===== config.mk =====
export PLATFORM = sky130hd
export DESIGN_NAME = width_downsizer
export DESIGN_NICKNAME = d
export VERILOG_FILES = /design/src/rtl/width_downsizer.sv
export SDC_FILE = /design/constraint.sdc
export NUM_CORES = 1
export LEC_CHECK = 0
export CAP_MARGIN = 20
export CORE_ASPECT_RATIO = 0.6
export CORE_UTILIZATION = 44
export CTS_CLUSTER_DIAMETER = 150
export DETAILED_ROUTE_END_ITERATION = 12
export GPL_TIMING_DRIVEN = 0
export PLACE_DENSITY = 0.74
export SYNTH_ARGS = -nofsm -noshare
export SYNTH_HDL_FRONTEND = slang
export SYNTH_SLANG_ARGS = --single-unit
export TNS_END_PERCENT = 50

===== constraint.sdc =====
create_clock -name clk -period 3.2 [get_ports clk]
set_input_delay 0.32 -clock clk [delete_from_list [all_inputs] [get_ports clk]]
set_output_delay 0.32 -clock clk [all_outputs]
set_load 0.005 [all_outputs]

===== src/rtl/width_downsizer.sv =====
// width_downsizer: splits each IN_WIDTH input word into RATIO OUT_WIDTH chunks
// over valid/ready handshakes. A finishing word can be replaced by the next
// one in the same cycle, so throughput is one chunk per cycle.
module width_downsizer #(
  parameter int unsigned IN_WIDTH  = 20,
  parameter int unsigned OUT_WIDTH = 10,
  parameter bit          LSB_FIRST = 1'b1
) (
  input  logic                 clk,
  input  logic                 reset,
  input  logic [IN_WIDTH-1:0]  in_data,
  input  logic                 in_valid,
  output logic                 in_ready,
  output logic [OUT_WIDTH-1:0] out_data,
  output logic                 out_valid,
  input  logic                 out_ready,
  output logic                 out_last,
  output logic                 busy
);

  localparam int unsigned RATIO = IN_WIDTH / OUT_WIDTH;
  localparam int unsigned IDX_W = (RATIO > 1) ? $clog2(RATIO) : 1;
  localparam logic [IDX_W-1:0] LAST_IDX = IDX_W'(RATIO - 1);

  generate
    if (((IN_WIDTH % OUT_WIDTH) != 0) || (RATIO < 2)) begin : g_bad_ratio
      $error("width_downsizer: IN_WIDTH must be a multiple (>=2x) of OUT_WIDTH");
    end
  endgenerate

  typedef enum logic {
    EMPTY,
    SHIFTING
  } state_t;

  state_t                state_q, state_d;
  logic [IDX_W-1:0]      idx_q, idx_d;
  logic [IN_WIDTH-1:0]   word_q, word_d;

  logic                  in_fire;
  logic                  out_fire;
  logic [IDX_W-1:0]      sel;

  // Handshake outputs and chunk selection, all derived from the held state
  always_comb begin
    out_valid = (state_q == SHIFTING);
    out_last  = out_valid & (idx_q == LAST_IDX);
    busy      = out_valid;
    in_ready  = ~reset & ((state_q == EMPTY) | (out_last & out_ready));
    in_fire   = in_valid & in_ready;
    out_fire  = out_valid & out_ready;
    sel       = LSB_FIRST ? idx_q : (LAST_IDX - idx_q);
    out_data  = '0;
    for (int unsigned k = 0; k < RATIO; k++) begin
      if (out_valid && (sel == IDX_W'(k))) begin
        out_data = word_q[k*OUT_WIDTH +: OUT_WIDTH];
      end
    end
  end

  // Next-state: capture when empty, advance on accept, reload on last accept
  always_comb begin
    state_d = state_q;
    idx_d   = idx_q;
    word_d  = word_q;
    case (state_q)
      EMPTY: begin
        if (in_fire) begin
          word_d  = in_data;
          idx_d   = '0;
          state_d = SHIFTING;
        end
      end
      SHIFTING: begin
        if (out_fire) begin
          if (out_last) begin
            idx_d = '0;
            if (in_fire) begin
              word_d  = in_data;
              state_d = SHIFTING;
            end else begin
              state_d = EMPTY;
            end
          end else begin
            idx_d = idx_q + 1'b1;
          end
        end
      end
      default: begin
        state_d = EMPTY;
        idx_d   = '0;
      end
    endcase
  end

  // State, index and holding register with synchronous reset
  always_ff @(posedge clk) begin
    if (reset) begin
      state_q <= EMPTY;
      idx_q   <= '0;
      word_q  <= '0;
    end else begin
      state_q <= state_d;
      idx_q   <= idx_d;
      word_q  <= word_d;
    end
  end

endmodule

==> reports/results.md <==
* **hold slack final** 590 ps
* **Inserted Diodes** 0
* **clock transition at the registers of the reported paths** 90 ps
* **count of final hold-check violations** 0
* **share of the core filled with cells** 66.7%
* **Final Max Tran Viols** 0
* **post-synthesis sequential element count** 22
* **adder-cell share of the synthesized area** 0%
* **total negative setup slack** 0 ps
* **origin of the critical flop-to-flop path** busy
* **Die Height** 43.2 um
* **Synth top area share** 35.3%
* **class of the worst hold path** reg -> reg
* **min Tclk post-route** 2160 ps
* **endpoint type of the worst setup path** output pin
* **clock tree from TritonCTS** built
* **buffers added on ports** 37
* **leakage** 0.695 nW
* **final clock skew** 7.00 ps
* **post-CTS repair timing setup buffer count** 0
* **most used flip-flop cell after synthesis** sky130_fd_sc_hd__dfxtp_1
* **failing checks** design-rule violations
* **CTS max path bufs** 2
* **number of global-route vias before repair** 852
* **per-cell via count in the routed design** 4.79
* **net total in the final layout** 166
* **layout filler cell count** 189
* **post-layout worst setup margin** 1040 ps
* **post-synth top area cell** sky130_fd_sc_hd__dfxtp_1
* **dominant combinational cell family by area after synthesis** multiplexers
* **TritonCTS buffer count** 3
* **Final Setup Violations** 0
* **Syn Std Cell Area** 1250 sq um
* **sequential area share after synthesis** 35.3%
* **Total Routing Usage GR** 18.4%
* **critical path type** reg -> out
* **DR DRC count** 7
* **timing startpoint of the critical path** busy
* **count of warnings emitted by yosys** 0
* **most numerous cell in the Yosys netlist** sky130_fd_sc_hd__dfxtp_1
* **pin count of the biggest net entering global routing** 14
* **post-route total power** 715 uW
* **Critical Path Fanout Max** 10
* **number of hold buffers added after CTS** 0
* **maximum vdd ir drop** 212 uV
* **critical path required time** 2880 ps
* **setup repair after global routing missed its margin** false
* **cell area power density** 414 nW/um^2
* **placement-stage worst setup slack** 1050 ps
* **htree depth** 1
* **kind of launch point of the worst setup path** flop
* **most used standard cells in the synthesized netlist** sky130_fd_sc_hd__dfxtp_1 (22), sky130_fd_sc_hd__mux2_4 (20), sky130_fd_sc_hd__and2b_4 (16)
* **most area-consuming cells after synthesis** sky130_fd_sc_hd__dfxtp_1 (35%), sky130_fd_sc_hd__mux2_4 (24%), sky130_fd_sc_hd__and2b_4 (13%)
* **antenna violations before repair** 0
* **Initial Util** 48.1%
* **synthesized instance count** 100
* **slew at the pin with the worst max-slew slack** 440 ps
* **share of the synthesized area in compound gates (AO/OA/AOI/OAI)** 1.91%
* **die outline width** 70.7 um
* **CTS-repair resized insts** 0
* **ratio of cells with drive above 1 in the final layout** 36.2%
* **post-detail-place hpwl** 1750 um
* **total number of clock tree sinks** 22
* **final wirelength** 2500 um
* **WP data arrival** 1840 ps
* **outcome** complete, but fails checks
* **post-route clock period utilization** 67.5%
* **share of cell area taken by muxes after synthesis** 32.9%
* **synthesized area per cell** 12.5 sq um
* **latest clock arrival within the worst-skew pair** 270 ps
* **count of flip-flops with a built-in enable after synthesis** 0
* **global route total overflow** 0
* **Iteration-0 DRC Markers** 41
* **count of nets left with antenna violations after detail routing** 0
* **share of flip-flops with an asynchronous set or reset** 0%
* **average wire length per cell after detail routing** 14.5 um
* **Die Outline Area** 3060 sq um
* **CTS root buffer** sky130_fd_sc_hd__clkbuf_8
* **Relative slew margins** 70.7%
* **via total after detailed routing** 828
* **placement row count** 14
* **start point of the worst min-delay path** busy
* **number of top-level pins** 38
* **highest achievable clock rate** 463 MHz
* **number of nets produced by synthesis** 124
* **GP Congestion** 0.709
* **area growth from synthesis to final layout** 38.7%
* **Cell variety after synth** 19
* **global-route wire length before repair** 4210 um
* **CORE AREA** 2590 sq um
* **Synth Area in Simple Gates** 24.4%
* **number of optimization iterations in the first detailed-route pass** 8
* **synthesized-area fraction occupied by xor and xnor cells** 0%
* **max-cap check violation count** 0
==> layer usage <==
metal | up-vias | share of wire [%] | global-route usage (%)
met3 | 5 | 7.4 | 7.60
met5 | - | 0 | 0
met1 | 385 | 50 | 23.2
met4 | 0 | 1.2 | 6.00
li1 | 410 | - | -
met2 | 28 | 41 | 28.7
==> path summary, 6_finish.rpt <==
kind	endpoint	slack, ps	cells after the start
worst max-delay path	out_data[8]	1040	3
worst max register to register	word_q[12]	1760	4
worst min register to register	idx_q	590	2
worst min-delay path	idx_q	590	2
==> layout by cell type (no fill, tap or decap), types with 2 or more instances in the layout <==
master,instances
sky130_fd_sc_hd__clkdlybuf4s50_1,37
sky130_fd_sc_hd__dfxtp_1,22
sky130_fd_sc_hd__mux2_4,20
sky130_fd_sc_hd__and2b_4,16
sky130_fd_sc_hd__mux2i_1,11
sky130_fd_sc_hd__nor2b_1,10
sky130_fd_sc_hd__buf_6,3
sky130_fd_sc_hd__nor2_1,3
sky130_fd_sc_hd__and2b_2,3
sky130_fd_sc_hd__clkbuf_8,3
sky130_fd_sc_hd__buf_2,2
==> cell families after synthesis <==
family / count (synthesis)
AO/OA/AOI/OAI: 2
buffers and inverters: 8
flip-flops: 22
multiplexers: 31
AND/OR/NAND/NOR: 37
==> power by group <==
part	leakage, nW	total [mW]	internal, mW	switching (mW)
logic	0.478	0.144	0.101	0.0428
registers	0.181	0.306	0.294	0.0123
clock network	0.0357	0.265	0.167	0.0975
==> worst max-delay path, cell delays in order, from the launching register on <==
cell and delay, ps:
sky130_fd_sc_hd__dfxtp_1 460, sky130_fd_sc_hd__clkbuf_1 390, sky130_fd_sc_hd__nor2b_1 200, sky130_fd_sc_hd__clkdlybuf4s50_1 510
==> per-stage QoR <==
step / cell area (sq um) / cells
6_report: 1730 / 173
5_1_grt: 1730 / 173
4_1_cts: 1730 / 173
3_5_place_dp: 1660 / 169
3_3_place_gp: 1660 / 169
2_1_floorplan: 1250 / 100
==> state kept, by name, indices dropped and copies added, names as in the netlist <==
register  count
word_q       20
busy          1
idx_q         1
==> area by class of cell <==
class | instances | area (sq um) | area share, %
Tap cell | 32 | 40.0 | 2.32
Sequential cell | 22 | 440 | 25.5
Multi-Input combinational cell | 70 | 738 | 42.7
Clock buffer | 3 | 41.3 | 2.39
Timing Repair Buffer | 37 | 370 | 21.4
Buffer | 8 | 67.6 | 3.91
Clock inverter | 1 | 30.0 | 1.74
Note: power is estimated with default switching activity, not from simulation.
